==> src/rtl/wb_bus_pkg.sv <==
// Shared io_bus types: master FSM states, default widths and the request/response
// records used by the CPU-side initiator and the peripherals.
package wb_bus_pkg;

    localparam int DEF_ADDR_W = 32;
    localparam int DEF_DATA_W = 32;

    typedef enum logic [1:0] {
        IDLE = 2'd0,
        BUS  = 2'd1,
        HOLD = 2'd2,
        RESP = 2'd3
    } wb_mst_state_t;

    typedef struct packed {
        logic                  we;
        logic [DEF_ADDR_W-1:0] addr;
        logic [DEF_DATA_W-1:0] wdata;
    } wb_req_t;

    typedef struct packed {
        logic                  err;
        logic [DEF_DATA_W-1:0] rdata;
    } wb_resp_t;

endpackage

==> src/rtl/wb_bus_master_if.sv <==
// Single-beat io_bus wires between the initiator and a memory-mapped slave.
interface wb_bus_master_if #(
    parameter int ADDR_W = wb_bus_pkg::DEF_ADDR_W,
    parameter int DATA_W = wb_bus_pkg::DEF_DATA_W
);
    logic [ADDR_W-1:0] io_bus_addr;
    logic [DATA_W-1:0] io_bus_dat2;
    logic [DATA_W-1:0] io_bus_dat4;
    logic              io_bus_sel;
    logic              io_bus_we;
    logic              io_bus_ack;

    modport master (
        output io_bus_addr, io_bus_dat2, io_bus_sel, io_bus_we,
        input  io_bus_dat4, io_bus_ack
    );

    modport slave (
        input  io_bus_addr, io_bus_dat2, io_bus_sel, io_bus_we,
        output io_bus_dat4, io_bus_ack
    );
endinterface

==> src/rtl/wb_wait_counter.sv <==
// Loadable saturating up/down counter with a terminal-count compare; serves both
// the no-ack watchdog and the read-hold delay.
module wb_wait_counter #(
    parameter int           W  = 4,
    parameter logic [W-1:0] TC = '0
) (
    input  logic         clk,
    input  logic         reset,
    input  logic         clr,
    input  logic         load,
    input  logic [W-1:0] load_val,
    input  logic         up,
    input  logic         down,
    output logic [W-1:0] count,
    output logic         tc
);
    // Saturates at both ends so a stalled count never wraps back into range.
    always_ff @(posedge clk or posedge reset) begin
        if (reset)                    count <= '0;
        else if (clr)                 count <= '0;
        else if (load)                count <= load_val;
        else if (up && count != '1)   count <= count + W'(1);
        else if (down && count != '0) count <= count - W'(1);
    end

    assign tc = (count == TC);
endmodule

==> src/rtl/wb_bus_master.sv <==
// io_bus initiator: takes one CPU load/store, runs it on the bus with ack wait,
// optional read hold and a no-ack watchdog, then returns a one-cycle response.
module wb_bus_master
    import wb_bus_pkg::*;
#(
    parameter int ADDR_W  = DEF_ADDR_W,
    parameter int DATA_W  = DEF_DATA_W,
    parameter int TIMEOUT = 16,
    parameter int RD_LAT  = 1
) (
    input  logic               clk,
    input  logic               reset,
    input  logic               req_valid,
    output logic               req_ready,
    input  logic               req_we,
    input  logic [ADDR_W-1:0]  req_addr,
    input  logic [DATA_W-1:0]  req_wdata,
    output logic               resp_valid,
    output logic [DATA_W-1:0]  resp_rdata,
    output logic               resp_err,
    wb_bus_master_if.master    bus
);
    localparam int              WAIT_W    = $clog2(TIMEOUT + 1);
    localparam logic [WAIT_W-1:0] WAIT_LAST = WAIT_W'(TIMEOUT - 1);
    // HOLD spans RD_LAT cycles, so the count starts one below and samples at zero.
    localparam logic [2:0]      HOLD_LOAD = (RD_LAT > 0) ? 3'(RD_LAT - 1) : 3'd0;

    wb_mst_state_t     state;
    logic [WAIT_W-1:0] wait_cnt;
    logic              wait_tc;
    logic [2:0]        hold_cnt;
    logic              hold_tc;

    wb_wait_counter #(.W(WAIT_W), .TC(WAIT_LAST)) u_wait (
        .clk      (clk),
        .reset    (reset),
        .clr      (state == IDLE),
        .load     (1'b0),
        .load_val ('0),
        .up       (state == BUS),
        .down     (1'b0),
        .count    (wait_cnt),
        .tc       (wait_tc)
    );

    wb_wait_counter #(.W(3), .TC(3'd0)) u_hold (
        .clk      (clk),
        .reset    (reset),
        .clr      (state == IDLE),
        .load     (state == BUS && bus.io_bus_ack && !bus.io_bus_we),
        .load_val (HOLD_LOAD),
        .up       (1'b0),
        .down     (state == HOLD),
        .count    (hold_cnt),
        .tc       (hold_tc)
    );

    always_ff @(posedge clk or posedge reset) begin
        if (reset) begin
            state           <= IDLE;
            req_ready       <= 1'b1;
            resp_valid      <= 1'b0;
            resp_err        <= 1'b0;
            resp_rdata      <= '0;
            bus.io_bus_sel  <= 1'b0;
            bus.io_bus_we   <= 1'b0;
            bus.io_bus_addr <= '0;
            bus.io_bus_dat2 <= '0;
        end else begin
            case (state)
                IDLE: if (req_valid && req_ready) begin
                    state           <= BUS;
                    req_ready       <= 1'b0;
                    bus.io_bus_sel  <= 1'b1;
                    bus.io_bus_we   <= req_we;
                    bus.io_bus_addr <= req_addr;
                    bus.io_bus_dat2 <= req_wdata;
                end
                BUS: begin
                    // Ack is tested first so an ack on the last watchdog cycle still completes.
                    if (bus.io_bus_ack) begin
                        if (bus.io_bus_we || RD_LAT == 0) begin
                            state          <= RESP;
                            resp_valid     <= 1'b1;
                            resp_err       <= 1'b0;
                            resp_rdata     <= bus.io_bus_we ? '0 : bus.io_bus_dat4;
                            bus.io_bus_sel <= 1'b0;
                            bus.io_bus_we  <= 1'b0;
                        end else begin
                            state <= HOLD;
                        end
                    end else if (wait_tc) begin
                        state          <= RESP;
                        resp_valid     <= 1'b1;
                        resp_err       <= 1'b1;
                        resp_rdata     <= '0;
                        bus.io_bus_sel <= 1'b0;
                        bus.io_bus_we  <= 1'b0;
                    end
                end
                HOLD: if (hold_tc) begin
                    state          <= RESP;
                    resp_valid     <= 1'b1;
                    resp_err       <= 1'b0;
                    resp_rdata     <= bus.io_bus_dat4;
                    bus.io_bus_sel <= 1'b0;
                end
                RESP: begin
                    state      <= IDLE;
                    resp_valid <= 1'b0;
                    req_ready  <= 1'b1;
                end
                default: state <= IDLE;
            endcase
        end
    end
endmodule

==> src/flat_wrapper.sv <==
// flat-port wrapper written by rule: the top's interface ports become plain ports
module wb_bus_master_flat import wb_bus_pkg::*;
#(
    parameter int ADDR_W  = DEF_ADDR_W,
    parameter int DATA_W  = DEF_DATA_W,
    parameter int TIMEOUT = 16,
    parameter int RD_LAT  = 1
)
  (clk, reset, req_valid, req_ready, req_we, req_addr, req_wdata, resp_valid, resp_rdata, resp_err, bus_io_bus_addr, bus_io_bus_dat2, bus_io_bus_sel, bus_io_bus_we, bus_io_bus_dat4, bus_io_bus_ack);
  wb_bus_master_if #(.ADDR_W(ADDR_W), .DATA_W(DATA_W)) bus_i ();
  input  logic clk;
  input  logic reset;
  input  logic req_valid;
  output logic req_ready;
  input  logic req_we;
  input  logic [ADDR_W-1:0] req_addr;
  input  logic [DATA_W-1:0] req_wdata;
  output logic resp_valid;
  output logic [DATA_W-1:0] resp_rdata;
  output logic resp_err;
  output wire logic [$bits(bus_i.io_bus_addr)-1:0] bus_io_bus_addr;
  output wire logic [$bits(bus_i.io_bus_dat2)-1:0] bus_io_bus_dat2;
  output wire logic [$bits(bus_i.io_bus_sel)-1:0] bus_io_bus_sel;
  output wire logic [$bits(bus_i.io_bus_we)-1:0] bus_io_bus_we;
  input wire logic [$bits(bus_i.io_bus_dat4)-1:0] bus_io_bus_dat4;
  input wire logic [$bits(bus_i.io_bus_ack)-1:0] bus_io_bus_ack;
  assign bus_io_bus_addr = bus_i.io_bus_addr;
  assign bus_io_bus_dat2 = bus_i.io_bus_dat2;
  assign bus_io_bus_sel = bus_i.io_bus_sel;
  assign bus_io_bus_we = bus_i.io_bus_we;
  assign bus_i.io_bus_dat4 = bus_io_bus_dat4;
  assign bus_i.io_bus_ack = bus_io_bus_ack;
  wb_bus_master #(.ADDR_W(ADDR_W), .DATA_W(DATA_W), .TIMEOUT(TIMEOUT), .RD_LAT(RD_LAT)) u_core (.clk(clk), .reset(reset), .req_valid(req_valid), .req_ready(req_ready), .req_we(req_we), .req_addr(req_addr), .req_wdata(req_wdata), .resp_valid(resp_valid), .resp_rdata(resp_rdata), .resp_err(resp_err), .bus(bus_i));
endmodule
==> config.mk <==
export PLATFORM = sky130hd
export DESIGN_NAME = wb_bus_master_flat
export DESIGN_NICKNAME = d
export VERILOG_FILES = /design/src/rtl/wb_bus_pkg.sv /design/src/rtl/wb_bus_master_if.sv /design/src/rtl/wb_wait_counter.sv /design/src/rtl/wb_bus_master.sv /design/src/flat_wrapper.sv
export SDC_FILE = /design/constraint.sdc
export NUM_CORES = 1
export LEC_CHECK = 0
export ABC_AREA = 1
export CELL_PAD_IN_SITES_DETAIL_PLACEMENT = 0
export CELL_PAD_IN_SITES_GLOBAL_PLACEMENT = 1
export CORE_MARGIN = 2
export CORE_UTILIZATION = 29
export CTS_BUF_LIST = sky130_fd_sc_hd__clkbuf_4
export CTS_CLUSTER_DIAMETER = 60
export DETAILED_ROUTE_END_ITERATION = 6
export PLACE_DENSITY = 0.8
export SYNTH_ARGS = -nofsm -noshare
export SYNTH_HDL_FRONTEND = slang
export SYNTH_SLANG_ARGS = --single-unit
export TNS_END_PERCENT = 10
==> constraint.sdc <==
create_clock -name clk -period 3.9 [get_ports clk]
set_clock_uncertainty 0.1 [all_clocks]
set_input_delay 0.78 -clock clk [delete_from_list [all_inputs] [get_ports clk]]
set_output_delay 0.78 -clock clk [all_outputs]
set_load 0.05 [all_outputs]
-- Word-level counts from Yosys, hierarchy flattened
Index checks and enable logic that the tools add are counted.
- eq/ne operators: 9
- add/sub/neg operators: 2
- mux-type cells: 34
- reduce and logical (&&, ||, !) cells: 23
- operator list (cell ; count):
    $mux W32 ; 4
    $pmux W32 S2 ; 1
    $mux W1 ; 14
    $reduce_bool A3 Y1 ; 4
    $mux W5 ; 2
    $mux W3 ; 3
    $mux W2 ; 4
    $pmux W2 S4 ; 1
    $reduce_and A4 Y1 ; 2
    $reduce_bool A2 Y1 ; 4
    $ne A3 B2 Y1 const B ; 2
    $pmux W1 S2 ; 3
    $pmux W1 S3 ; 2
    $reduce_and A3 Y1 ; 2
    $add A5 B1 Y5 const B ; 1
    $eq A5 B4 Y1 const B ; 1
    $logic_and A1 B1 Y1 ; 5
    $ne A5 B5 Y1 const B ; 1
    $reduce_and A5 Y1 ; 1
    $eq A2 B2 Y1 const B ; 2
    $ne A2 B1 Y1 const B ; 2
    $reduce_and A2 Y1 ; 2
    $logic_not A3 Y1 ; 1
    $sub A3 B1 Y3 const B ; 1
    3 further kinds ; 3
- bits in registers: 111
- word-level logic and storage cells: 79

-- Longest topological paths before layout
- word-level depth: 5
- mapped depth: 11

-- Hierarchy
A second synthesis with hierarchy kept.
- cells, all modules: 653
- area total of the unflattened synthesis: 5275.1 um^2
- by module, submodules not included (module ; cells an instance ; seq. area each (um^2) ; instances ; area each (um^2)):
    wb_bus_master ; 550 ; 2578.7 ; 1 ; 4511.8
    wb_wait_counter at u_core.u_wait ; 68 ; 125.1 ; 1 ; 486.7
    wb_wait_counter at u_core.u_hold ; 35 ; 75.1 ; 1 ; 276.5

-- Worst setup path after synthesis
OpenSTA, ideal clock, no wires.
- path kind: register -> register
- start: reg u_core.u_wait.count[0]
- end: reg u_core.resp_rdata[19]
- clock period less this slack: 1668 ps
- data arrival time: 1501 ps
- setup slack: 2232 ps
- data required time: 3733 ps
- stages on the path, launching flop included: 11
- library setup time: 67 ps
- path through: dfrtp_1 -> ha_1 -> nand2_1 -> nor2_1 -> ha_1 -> inv_1 -> nand3_2 -> nand2_4 -> buf_2 -> o21ai_1 -> nand2_1
- longest elaborated chain between the ends: 3
- ends and longest elaborated chain (what ; RTL line ; RTL):
    start: declaration ; wb_wait_counter.sv:14 ; output logic [W-1:0] count,
    start signal: assignment ; wb_wait_counter.sv:21 ; else if (load) count <= load_val;
    start signal: assignment ; wb_wait_counter.sv:22 ; else if (up && count != '1) count <= count + W'(1);
    start signal: assignment ; wb_wait_counter.sv:23 ; else if (down && count != '0) count <= count - W'(1);
    $eq A5 B4 Y1 ; wb_wait_counter.sv:26 ; assign tc = (count == TC);
    $ne A3 B2 Y1 (no line) ; -- ;
    $reduce_and A4 Y1 (no line) ; -- ;
    end signal: assignment ; wb_bus_master.sv:86 ; resp_rdata <= bus.io_bus_we ? '0 : bus.io_bus_dat4;
    end signal: assignment ; wb_bus_master.sv:105 ; resp_rdata <= bus.io_bus_dat4;
    end: declaration ; wb_bus_master.sv:19 ; output logic [DATA_W-1:0] resp_rdata,
No other way between the ends.
A chain may end at the register's enable or synchronous reset.

-- Worst setup path after layout
- start: reg u_core.req_ready
- end: out req_ready
- RTL lines (what ; RTL line ; RTL):
    start: declaration ; wb_bus_master.sv:14 ; output logic req_ready,
    start signal: assignment ; wb_bus_master.sv:61 ; req_ready <= 1'b1;
    start signal: assignment ; wb_bus_master.sv:73 ; req_ready <= 1'b0;
    start signal: assignment ; wb_bus_master.sv:111 ; req_ready <= 1'b1;
    end: declaration ; flat_wrapper.sv:14 ; output logic req_ready;
No word-level cell between the ends.

==> reports/summary.txt <==
Final instance area -> 6955 sq um
Final Hold Fails -> 0
HP Class -> reg -> reg
Initial antenna violation count -> 0
Arrival @ worst endpoint -> 1.84 ns
Register bit total from synthesis -> 111
Buffer and inverter count on the worst path -> 1
Post-route antenna net violation count -> 0
Headroom to the max-slew limit -> 30.18%
Ports -> 202
Critical Path Sink Type -> output pin
Final period utilization -> 69.65%
End of the critical path -> req_ready
Psw -> 3.445 mW
Final net count -> 822
Placed wire-length estimate -> 9307 um
IR Drop Worst-Case VDD -> 620.4 uV
Max Cap Viol -> 0
Leak -> 3.386 nW
Internal power -> 3.129 mW
First-pass GRT wire length -> 21700 um
Fin Hold WS -> 0.3867 ns
Crit-path leading delay family -> buffers and inverters
Mapped Nets -> 634
Cells after Synth -> 524
Area of placed instances -> 6807 sq um
Reg2reg setup slack -> 1.61 ns
RD Place Congestion -> 0.7669
Status -> finished, final reports clean
DR iter-0 viols -> 209
Worst slew pin tran -> 1.047 ns
Register area share after synthesis -> 58.16%
Vias per inst -> 4.413
Yosys warnings -> 0
Slowest-stage cell, CP -> clkdlybuf4s50_1
Mapped Area -> 4778 sq um
Grt ovf -> 0
Peak Freq -> 368.1 MHz
Total GRT Usage -> 15.25%
N_diodes -> 0
Clk_lat worst skew -> 0.46 ns
Top_reg_cell synth -> dfrtp_1
Clock root buffer master -> clkbuf_4
Yosys top cell by area -> dfrtp_1
Switching Fraction -> 52.40%
EDFF count, synth -> 0
Critical path origin -> u_core.req_ready
Die area -> 17520 sq um
1st-pass router iterations -> 4
Cell Chain, Critical Path -> clkdlybuf4s50_1
Core Rows -> 46
Critical path depth -> 1
Tmin final -> 2.716 ns
Initial core utilization -> 29.86%
Startpoint Class -> flop
Required @ worst endpoint -> 3.02 ns
Seq pwr share -> 29.3%
Post-cts repair resize count -> 0
Gate power share -> 61.1%
Die X -> 132.4 um
Synth top area share -> 57.61%
Setup Viol. Count Final -> 0
CTS tree -> done
Unrepaired setup endpoints after global routing -> false
Critical Setup Path Class -> reg -> out
Layout cells sized above 1 -> 4.050%
Post-synth cell types -> 28
Largest net degree at the start of global routing -> 66
CTS Sinks -> 111
R2r startpoint -> u_core.u_wait.count[1]
FF-to-FF path depth -> 10
CTS Buf Count -> 9
DR vias -> 4113
Port bufs -> 201
DRC viols -> 0
Core box area -> 16000 sq um
RR Endpoint -> u_core.resp_rdata[5]
Area Growth Syn to Fin -> 45.56%
Clock share of power -> 9.6%
Drt wl/cell -> 14.22 um
Crit path largest cell delay -> 0.80 ns
Max-slew violations -> 0
Synth top area cells -> dfrtp_1, nand2_1, nand3_1
Sum Neg Setup Slack -> 0 ns
Post-Route WL -> 13250 um
Critical-path maximum fanout -> 3
Power Dens Cells -> 945.1 nW/um^2
CTS max path bufs -> 2
Synth async-reset ratio -> 100.0%
Htree depth -> 3
Setup Fix Bufs, Post-CTS -> 0
Clock-pin slew on the worst setup and hold paths -> 0.16 ns
Syn_area_per_cell -> 9.119 sq um
Die H -> 132.4 um
Vias in the first global route -> 4324
Hold-fix buffers, CTS -> 0
==> registers in the layout (all words and copies together) (netlist names) <==
name,cells
u_core.bus.io_bus_addr,32
u_core.bus.io_bus_dat2,32
u_core.resp_rdata,32
u_core.u_wait.count,5
u_core.u_hold.count,3
u_core.state,2
u_core.bus.io_bus_sel,1
u_core.bus.io_bus_we,1
u_core.req_ready,1
u_core.resp_err,1
u_core.resp_valid,1
==> worst min path at each step <==
stage                                    start                          to  slack (ns)  depth (start not counted)
finish              u_core.bus.io_bus_addr[10]  u_core.bus.io_bus_addr[10]        0.39                          2
global route        u_core.bus.io_bus_addr[30]  u_core.bus.io_bus_addr[30]        0.41                          2
CTS                 u_core.bus.io_bus_addr[10]  u_core.bus.io_bus_addr[10]        0.39                          2
detailed placement  u_core.bus.io_bus_addr[10]  u_core.bus.io_bus_addr[10]        0.36                          2
global placement    u_core.bus.io_bus_addr[10]  u_core.bus.io_bus_addr[10]        0.35                          2
floorplan               u_core.u_wait.count[3]      u_core.u_wait.count[3]        0.35                          2
==> per-layer routing <==
metal | track usage [%] | routed length [um] | vias up
met1 | 18.10 | 5637 | 1944
met5 | 0 | 0 | -
met3 | 2.653 | 588 | 28
met2 | 26.63 | 6620 | 125
li1 | - | - | 2016
met4 | 7.527 | 403 | 0
==> tightest hold or removal path, cell delays in order (launching register included) <==
cell	delay, ns
dfrtp_1	0.37
nand2_1	0.05
nand2_1	0.05
==> cells in the final DEF (no fill, tap or decap) <==
cell / Yosys / final
buf_12: 6 / 1
o21ai_1: 13 / 13
dfrtp_1: 110 / 110
nand2_4: 2 / 2
bufinv_16: 0 / 2
nand3_2: 2 / 2
nand2_2: 1 / 1
dfstp_2: 1 / 1
clkdlybuf4s50_1: 0 / 201
o21ai_0: 27 / 27
nor2_8: 1 / 1
clkbuf_4: 0 / 10
xor2_1: 1 / 1
ha_1: 9 / 9
a21oi_1: 5 / 5
inv_4: 0 / 1
inv_1: 19 / 18
nor2_4: 1 / 1
nand4_1: 1 / 1
a22o_1: 1 / 1
clkinv_2: 0 / 2
nor2_1: 8 / 8
inv_2: 2 / 2
buf_4: 0 / 2
a211oi_1: 1 / 1
nand3_1: 39 / 39
a31oi_1: 1 / 1
clkinv_1: 0 / 1
nand2_1: 251 / 251
nor2_2: 1 / 1
==> power by group through the flow <==
| stage | combinational (mW) | sequential [mW] | clock (mW) |
|---|---|---|---|
| global route | 4.27 | 1.99 | 0.704 |
| finish | 4.02 | 1.93 | 0.630 |
| global placement | 3.98 | 1.93 | 0 |
| floorplan | 1.23 | 3.55 | 0 |
| detailed placement | 4.05 | 1.95 | 0 |
| CTS | 4.06 | 1.93 | 0.661 |
==> layout make-up <==
type | count | area, sq um
repair buffers | 204 | 2047
well taps | 216 | 270.3
inverters | 21 | 81.33
multi-input cells | 365 | 1629
clock buffers | 10 | 75.07
fillers | 1580 | 9045
flip-flops and latches | 111 | 2779
clock inverters | 5 | 73.82
==> cell families after synthesis <==
kind of cell / Yosys count / share of synthesized area, %
buffers and inverters: 48 / 7.751
AND/OR/NAND/NOR: 307 / 26.37
XOR/XNOR: 1 / 0.1833
flip-flops: 111 / 58.16
AO/OA/AOI/OAI: 48 / 5.185
adder cells (fa/ha/maj): 9 / 2.357
==> synthesized netlist by cell type (2+ instances only) <==
cell and count:
nand2_1 251, dfrtp_1 110, nand3_1 39, o21ai_0 27, inv_1 19, o21ai_1 13
buf_6 10, ha_1 9, nor2_1 8, buf_12 6, a21oi_1 5, clkbuf_1 4
buf_2 3, clkbuf_2 3, inv_2 2, nand2_4 2, nand3_2 2
==> through the flow <==
step	total power, mW	worst slack, ns	util, %	std cells
2_1_floorplan	4.774	0.09100	-	524
3_3_place_gp	5.913	1.335	42.54	917
3_5_place_dp	6.003	1.278	42.54	917
4_1_cts	6.645	1.124	43.47	932
5_1_grt	6.967	1.115	43.47	932
6_report	6.574	1.184	43.47	932
Power figures use the tool's default switching activity.
